$ cat src/rtl/button_conditioner.sv
// Four-button front end: 2-flop synchronizers, per-button debounce,
// press detection, auto-repeat FSM, and opposite-direction arbitration
// on the step outputs consumed by the physics stage.
//
// FSM states (per button)
//   state    | meaning
//   S_IDLE   | debounced level is 0, timer parked at 0
//   S_DELAY  | held, counting towards the first auto-repeat
//   S_REPEAT | held, emitting a repeat pulse every REPEAT_PERIOD cycles
module button_conditioner #(
   parameter int DEBOUNCE_CYCLES = 250000,
   parameter int REPEAT_DELAY    = 12500000,
   parameter int REPEAT_PERIOD   = 2500000
) (
   input  logic       clk,
   input  logic       reset,
   input  logic       btn_left,
   input  logic       btn_right,
   input  logic       btn_up,
   input  logic       btn_down,
   output logic [3:0] btn_level,
   output logic [3:0] btn_press,
   output logic [3:0] btn_step
);

   localparam int CW    = $clog2(DEBOUNCE_CYCLES);
   localparam int T_MAX = (REPEAT_DELAY > REPEAT_PERIOD) ? REPEAT_DELAY : REPEAT_PERIOD;
   localparam int TW    = $clog2(T_MAX);

   localparam logic [CW-1:0] CNT_LAST = CW'(DEBOUNCE_CYCLES - 1);
   localparam logic [TW-1:0] DLY_LAST = TW'(REPEAT_DELAY - 1);
   localparam logic [TW-1:0] PER_LAST = TW'(REPEAT_PERIOD - 1);

   typedef enum logic [1:0] {
      S_IDLE   = 2'd0,
      S_DELAY  = 2'd1,
      S_REPEAT = 2'd2
   } state_t;

   logic [3:0] w_raw;
   logic [3:0] r_sync1;
   logic [3:0] r_sync2;
   logic [3:0] w_level;
   logic [3:0] w_press;
   logic [3:0] w_pre_step;
   logic       w_mask_lr;
   logic       w_mask_ud;

   assign w_raw = {btn_down, btn_up, btn_right, btn_left};

   // Two-flop synchronizer; the only consumer of the raw pins.
   always_ff @(posedge clk) begin
      if (reset) begin
         r_sync1 <= '0;
         r_sync2 <= '0;
      end else begin
         r_sync1 <= w_raw;
         r_sync2 <= r_sync1;
      end
   end

   for (genvar g = 0; g < 4; g++) begin : g_btn
      logic [CW-1:0] r_cnt;
      logic          r_level;
      logic          r_press;
      logic          r_rep;
      logic [TW-1:0] r_timer;
      logic [TW-1:0] w_timer_nxt;
      state_t        r_state;
      state_t        w_state_nxt;
      logic          w_differ;
      logic          w_flip;
      logic          w_rise;
      logic          w_fall;
      logic          w_rep_fire;

      assign w_differ = (r_sync2[g] != r_level);
      assign w_flip   = w_differ && (r_cnt == CNT_LAST);
      assign w_rise   = w_flip && !r_level;
      assign w_fall   = w_flip && r_level;

      // Debounce counter and level; press pulse registered alongside the rise.
      always_ff @(posedge clk) begin
         if (reset) begin
            r_cnt   <= '0;
            r_level <= 1'b0;
            r_press <= 1'b0;
         end else begin
            r_press <= w_rise;
            if (!w_differ) begin
               r_cnt <= '0;
            end else if (w_flip) begin
               r_cnt   <= '0;
               r_level <= ~r_level;
            end else begin
               r_cnt <= r_cnt + CW'(1);
            end
         end
      end

      // Repeat FSM state register, timer and registered repeat pulse.
      always_ff @(posedge clk) begin
         if (reset) begin
            r_state <= S_IDLE;
            r_timer <= '0;
            r_rep   <= 1'b0;
         end else begin
            r_state <= w_state_nxt;
            r_timer <= w_timer_nxt;
            r_rep   <= w_rep_fire;
         end
      end

      // Next-state and timer update; a falling level always wins.
      always_comb begin
         w_state_nxt = r_state;
         w_timer_nxt = r_timer;
         case (r_state)
            S_IDLE: begin
               w_timer_nxt = '0;
               if (w_rise) w_state_nxt = S_DELAY;
            end
            S_DELAY: begin
               if (w_fall) begin
                  w_state_nxt = S_IDLE;
                  w_timer_nxt = '0;
               end else if (r_timer == DLY_LAST) begin
                  w_state_nxt = S_REPEAT;
                  w_timer_nxt = '0;
               end else begin
                  w_timer_nxt = r_timer + TW'(1);
               end
            end
            S_REPEAT: begin
               if (w_fall) begin
                  w_state_nxt = S_IDLE;
                  w_timer_nxt = '0;
               end else if (r_timer == PER_LAST) begin
                  w_timer_nxt = '0;
               end else begin
                  w_timer_nxt = r_timer + TW'(1);
               end
            end
            default: begin
               w_state_nxt = S_IDLE;
               w_timer_nxt = '0;
            end
         endcase
      end

      // Repeat pulse request; suppressed on the edge the level falls.
      always_comb begin
         w_rep_fire = 1'b0;
         if (!w_fall) begin
            if (r_state == S_DELAY && r_timer == DLY_LAST)
               w_rep_fire = 1'b1;
            else if (r_state == S_REPEAT && r_timer == PER_LAST)
               w_rep_fire = 1'b1;
         end
      end

      assign w_level[g]    = r_level;
      assign w_press[g]    = r_press;
      assign w_pre_step[g] = r_press | r_rep;
   end

   assign w_mask_lr = w_level[0] & w_level[1];
   assign w_mask_ud = w_level[2] & w_level[3];

   assign btn_level = w_level;
   assign btn_press = w_press;
   assign btn_step  = w_pre_step & ~{w_mask_ud, w_mask_ud, w_mask_lr, w_mask_lr};

endmodule

$ cat config.mk
export PLATFORM = sky130hd
export DESIGN_NAME = button_conditioner
export DESIGN_NICKNAME = d
export VERILOG_FILES = /design/src/rtl/button_conditioner.sv
export SDC_FILE = /design/constraint.sdc
export NUM_CORES = 1
export LEC_CHECK = 0
export BUFFER_PORTS_ARGS = -buffer_cell sky130_fd_sc_hd__buf_4
export CAP_MARGIN = 20
export CORE_ASPECT_RATIO = 0.9
export CORE_UTILIZATION = 45
export CTS_BUF_LIST = sky130_fd_sc_hd__clkbuf_8 sky130_fd_sc_hd__clkbuf_16
export DETAILED_ROUTE_END_ITERATION = 10
export GPL_TIMING_DRIVEN = 0
export PLACE_DENSITY = 0.71
export SLEW_MARGIN = 20
export SYNTH_ARGS = -nofsm -noshare
export SYNTH_HDL_FRONTEND = slang
export SYNTH_SLANG_ARGS = --single-unit
$ cat constraint.sdc
create_clock -name clk -period 2.39 [get_ports clk]
set_input_delay 0.1195 -clock clk [delete_from_list [all_inputs] [get_ports clk]]
set_output_delay 0.1195 -clock clk [all_outputs]
set_load 0.005 [all_outputs]
After elaboration in Yosys (flattened, before gate mapping)
Cells that the tools add are included.

Register bits: 196. Latch bits: 0. Memory bits (writable): 0. ROM bits: 0. Input port bits: 6. Output and inout bits: 12. Logic and storage cells: 178. Memories: 0.

Add/sub/neg operators: 8. $mul: 0. Divide/modulo/power cells: 0. Order comparisons: 0. Eq/ne operators: 36. Shifts and indexed selects: 0. Multiplexer cells: 48. Bitwise operators: 16. Reduce and logical (&&, ||, !) cells: 44.

Operators with widths (number): two-way mux 24 bit (16); one-hot mux 24 bit (2 select lines) (4); adder 24 x 1 -> 24 bit, second input constant (4); == test 24 x 22 -> 1 bit, second input constant (4); == test 24 bit, second input constant (4); adder 18 x 1 -> 18 bit, second input constant (4); == test 18 bit, second input constant (4); two-way mux 2 bit (16); one-hot mux 2 bit (3 select lines) (4); logical AND 1 bit (20); != test 2 bit, second input constant (8); != test 3 bit, second input constant (4); AND reduction 3 bit (4); OR reduction 3 bit (4); == test 2 x 1 -> 1 bit, second input constant (4); == test 2 bit, second input constant (4); logical NOT 2 bit (4); two-way mux 1 bit (8); NOT 1 bit (8); AND reduction 2 bit (4); OR reduction 2 bit (4); bitwise AND 4 bit (1); logical NOT 1 bit (4); != test 1 bit (4); other kinds (3) (7).

Longest topological paths before layout
Depth in word-level cells: 5. Gate-level depth with buffers: 8. Depth with buffers taken out: 7.

Least setup slack after synthesis
OpenSTA, ideal clock, no wires.

Path kind: flip-flop to flip-flop. Start point: register g_btn[3].r_timer[19]. End point: register g_btn[3].r_timer[19]. Setup time: 0.115 ns. Arrival time: 2.008 ns. Data required time: 2.275 ns. Slack: 0.267 ns. Stages on the path, launching flop included: 8. Path buffers: 2. Clock period less this slack: 2.123 ns. Cells stage by stage: dfxtp_1 buf_6 or4_1 or4_1 o21a_1 o211ai_4 buf_6 nor2_1.

Word-level cells in the longest chain between the ends: 4. Elaborated cells on any way between the ends: 8. Those cells by class: add/sub: 1; eq/ne: 2; mux: 5.

Ends and longest elaborated chain: from (decl) (line 67) `logic [TW-1:0] r_timer;`; from (signal assigned) (line 109) `r_timer <= w_timer_nxt;`; adder 24 x 1 -> 24 bit, or another cell as far along (line 131, 141); two-way mux 24 bit (on tied branches) (line 138, 127); two-way mux 24 bit (on tied branches) (line 135, 124); one-hot mux 24 bit (2 select lines) (*) (line 118) `case (r_state)`.

Mark *: on every way between the ends. The rest lies on a longest branch, timed or not. A chain may end at the register's enable or synchronous reset.

Final worst setup path
Start point: register g_btn[3].r_timer[19]. End point: register g_btn[3].r_timer[9].

Word-level cells in the longest chain between the ends: 4. Elaborated cells on any way between the ends: 7. Those cells by class: eq/ne: 2; mux: 5.

Ends and longest elaborated chain (line): == test 24 x 22 -> 1 bit / == test 24 bit (equally long branches) (138, 127); two-way mux 24 bit (on tied branches) (138, 127); two-way mux 24 bit (on tied branches) (135, 124); one-hot mux 24 bit (2 select lines) (*) (118).

Marks and branches as above.

==> summary by stage <==
Drt
The routed design has approximately 18000 um of wire. In the final routed layout, each cell accounts on average for 13.3 um. The highest routing layer actually used is met4. The total via count after detailed routing is about 7300. The average vias per placed instance is about 5.3. The post-route antenna net violation count is 0. The number of optimization iterations in the first detailed-route pass is 4. The routed length on met2 is slightly above 8000 um.

The detailed route wirelength on metal3 is ~430 um. The detailed router put a total of a little over 9000 um of wire on met1. The post-route DRC violation count is 0. The detailed router finished its first iteration with about 370 violations.

Critical path
In this design, the stage delay of the slowest critical-path cell is approximately 0.51 ns. The critical setup path kind is register to register. The critical path startpoint category is a register. The most common cell type on the critical path is sky130_fd_sc_hd__buf_6.

The cell with the largest stage delay on the worst path is sky130_fd_sc_hd__or4_1. Along the worst path, the maximum fanout reaches 10. STA classifies the critical path endpoint as a register. The required arrival time at the worst endpoint is 2.71 ns. Walking the worst path, the cells encountered are buf_6 -> or4_1 -> or4_4 -> o21a_1 -> o211ai_4 -> buf_6 -> nor2_1. The critical path arrival is 2.59 ns.

Synth
The net count of the mapped netlist is approximately 1100. The number of flops mapped to enable cells by yosys is 0. The cell area after synthesis is roughly 0.0091 mm^2.

The commonest cells after synthesis are sky130_fd_sc_hd__nor2_1 (214), sky130_fd_sc_hd__dfxtp_1 (196), sky130_fd_sc_hd__xnor2_1 (80). The netlist uses between 50 and 60 different library cells. The share of Yosys cell area claimed by the top area cell type is a little over two fifths. The predominant post-synthesis flop cell is sky130_fd_sc_hd__dfxtp_1.

Yosys attributes the largest share of cell area to sky130_fd_sc_hd__dfxtp_1 (43%), sky130_fd_sc_hd__nor2_1 (8.8%), sky130_fd_sc_hd__xnor2_1 (7.7%), sky130_fd_sc_hd__xor2_1 (6.7%), sky130_fd_sc_hd__nand3_1 (3.5%). The total of flip-flops plus latches after synthesis is roughly 200. Synthesis produced between 1000 and 1500 cells. The post-synthesis sequential area ratio is a little over two fifths.

The largest total area in the synthesized netlist belongs to sky130_fd_sc_hd__dfxtp_1. In the post-synthesis netlist, the cell with the most instances is sky130_fd_sc_hd__nor2_1. The count of synthesis-stage warnings from yosys is 0.

For this run, asynchronously set or reset flops after synthesis account for 0%. Dividing the synthesized area by the synthesized cell count gives between 8 and 9 um^2.

Cells and area
From synthesis to final layout, the design area changed by 12.8%. At the end of the flow, the number of nets in the layout was 1122. Cells with a size suffix above 1 make up roughly 8.7% of the layout. The share of the core filled with cells is between 50% and 60%.

0 antenna diodes ended up in the layout. The finished cells cover roughly 0.01 mm^2.

Placed design
Buffers placed on the I/O ports in this run total 17. The placed cell area is 0.00955 mm^2. The global placement routability congestion is approximately 0.83.

The final HPWL from detailed placement is approximately 12000 um. Before CTS, the worst setup slack after placement is -0.0995 ns.

Power
The reported leakage power is 3.31 nW. VDD sags by at most 0.000511 V. The sum of internal, switching and leakage power is ~6.3 mW.

The ratio of total power to cell area is roughly 620 mW/mm^2.

STA
On the final layout, the worst clock skew is about 0.0088 ns. The max-slew headroom at the worst pin is between 30% and 40%. For this run, the top clock speed supported by timing is 440 MHz. After layout, the worst setup slack is 0.118 ns. At the pin with the least slew margin, the transition time is between 0.9 and 1 ns. The number of hold violations in the final report was 0. The max-slew violation count was 0.

For the finished layout, the period the worst path requires is roughly 2.3 ns. The count of final setup violators is 0. The final clock period utilization by the worst path is about 95%.

Floorplan
The starting density of the core is a little under half. In this run the count of I/O pins placed on the die edge is 18. The die is 152 um wide. The full die area is ~0.021 mm^2. The core box area is about 0.020 mm^2. The placement row count is 48.

The die outline height is 137 um.

Clock network
TritonCTS built the clock tree. The maximum level of the CTS H-tree is 4. In this run, CTS created clock tree buffers numbering 17.

The total clock sinks is 196. The clock latency reported for the late side of the worst-skew pair is between 0.4 and 0.5 ns. The maximum count of clock buffers along a single path is 2. After clock tree synthesis, the clock-pin slew on the worst setup and hold paths is ~0.07 ns. The cell at the root of the clock tree is sky130_fd_sc_hd__clkbuf_16.

Status
The run finished with clean final reports.

Global routing
Entering global routing, the biggest net connects 18 pins. The number of antenna violations at the first check in global routing is 0. The first global-routing pass estimated about 31000 um of wire.

The number of global-route vias before repair is about 6600. The total overflow left after global routing is 0. Global routing consumed, over all layers together, 17.9% of the routing resources.

Flow run
The number of violations of the max-capacitance limit is 0.

Worst hold path
The worst min-delay path category is input port to register.
final timing paths:
| kind | from | to | slack, ns | cells after the start |
|---|---|---|---|---|
| worst min register to register | r_sync1[3] | r_sync2[3] | 0.44 | 1 |
| worst min-delay path | reset | g_btn[3].r_rep | 0.20 | 3 |
| worst max register to register | g_btn[3].r_timer[19] | g_btn[3].r_timer[9] | 0.12 | 7 |
| worst max-delay path | g_btn[3].r_timer[19] | g_btn[3].r_timer[9] | 0.12 | 7 |
routing by layer:
metal / vias to the layer above / track usage, %
li1: 3729 / -
met1: 3436 / 23.7
met2: 78 / 28.8
met3: 20 / 3.99
met4: 0 / 6.07
met5: - / 0
state kept, by name, summed over array words and instances, names as in the netlist:
name           cells
g_btn.r_state      8
g_btn.r_cnt       72
g_btn.r_rep        4
r_sync2            4
g_btn.r_press      4
g_btn.r_level      4
r_sync1            4
g_btn.r_timer     96
critical path, delay by kind of cell, from the launching register on:
| kind | cells | cell delay [ns] |
|---|---|---|
| compound gates | 2 | 0.49 |
| buf+inv | 2 | 0.31 |
| flops | 1 | 0.31 |
| simple gates | 3 | 1.06 |
area by class of cell:
class | count | area [um^2]
Sequential cell | 196 | 3930
Clock buffer | 18 | 439
Tap cell | 250 | 313
Buffer | 32 | 184
Clock inverter | 14 | 153
Inverter | 33 | 124
Multi-Input combinational cell | 790 | 4940
Fill cell | 1779 | 9240
Timing Repair Buffer | 26 | 205
timing repair:
| item | 4_1_cts | 5_1_grt |
|---|---|---|
| endpoints found under the setup margin | 28 | 102 |
| endpoints found under the hold margin | 4 | 0 |
| pin swaps | 0 | 3 |
| setup buffers | 0 | 5 |
| gates resized for setup | 1 | 21 |
| hold buffers | 4 | 0 |
report_power, final:
group / total, mW / switching (mW) / internal, mW
Sequential: 3.29 / 0.0100 / 3.28
Clock: 2.88 / 1.29 / 1.58
Combinational: 0.155 / 0.0928 / 0.0623
through the flow:
stage	hold slack, ns	std cells	TNS (ns)
2_1_floorplan	0.248	1053	0
3_3_place_gp	0.334	1320	0
3_5_place_dp	0.339	1320	-1.64
4_1_cts	0.172	1356	-2.21
5_1_grt	0.179	1359	-0.726
6_report	0.203	1359	0
layout by cell type, fill, tap and decap left out, types with 4 or more instances in the layout:
master / instances
sky130_fd_sc_hd__a21oi_1: 14
sky130_fd_sc_hd__and2_1: 8
sky130_fd_sc_hd__and3_1: 35
sky130_fd_sc_hd__and4_1: 22
sky130_fd_sc_hd__buf_4: 30
sky130_fd_sc_hd__clkbuf_1: 11
sky130_fd_sc_hd__clkbuf_16: 17
sky130_fd_sc_hd__clkbuf_2: 6
sky130_fd_sc_hd__dfxtp_1: 195
sky130_fd_sc_hd__dlygate4sd3_1: 4
sky130_fd_sc_hd__ha_1: 20
sky130_fd_sc_hd__inv_1: 33
sky130_fd_sc_hd__nand2_1: 59
sky130_fd_sc_hd__nand2b_1: 8
sky130_fd_sc_hd__nand3_1: 63
sky130_fd_sc_hd__nand4_1: 43
sky130_fd_sc_hd__nor2_1: 214
sky130_fd_sc_hd__nor2b_1: 13
sky130_fd_sc_hd__nor3_1: 29
sky130_fd_sc_hd__nor3b_1: 4
sky130_fd_sc_hd__nor4_1: 20
sky130_fd_sc_hd__nor4b_1: 9
sky130_fd_sc_hd__nor4bb_1: 5
sky130_fd_sc_hd__o31ai_1: 5
sky130_fd_sc_hd__or2_2: 5
sky130_fd_sc_hd__or4_1: 7
sky130_fd_sc_hd__xnor2_1: 80
sky130_fd_sc_hd__xor2_1: 70
logic make-up after synthesis:
logic type               after synthesis  synth area share, %
AO/OA/AOI/OAI                         54                 4.52
XOR/XNOR                             150                 14.4
adder cells (fa/ha/maj)               20                 2.75
buffers and inverters                 67                 3.38
flip-flops                           196                 43.1
multiplexers                           3                0.330
AND/OR/NAND/NOR                      563                 31.5
Note: power is estimated with default switching activity, not from simulation.
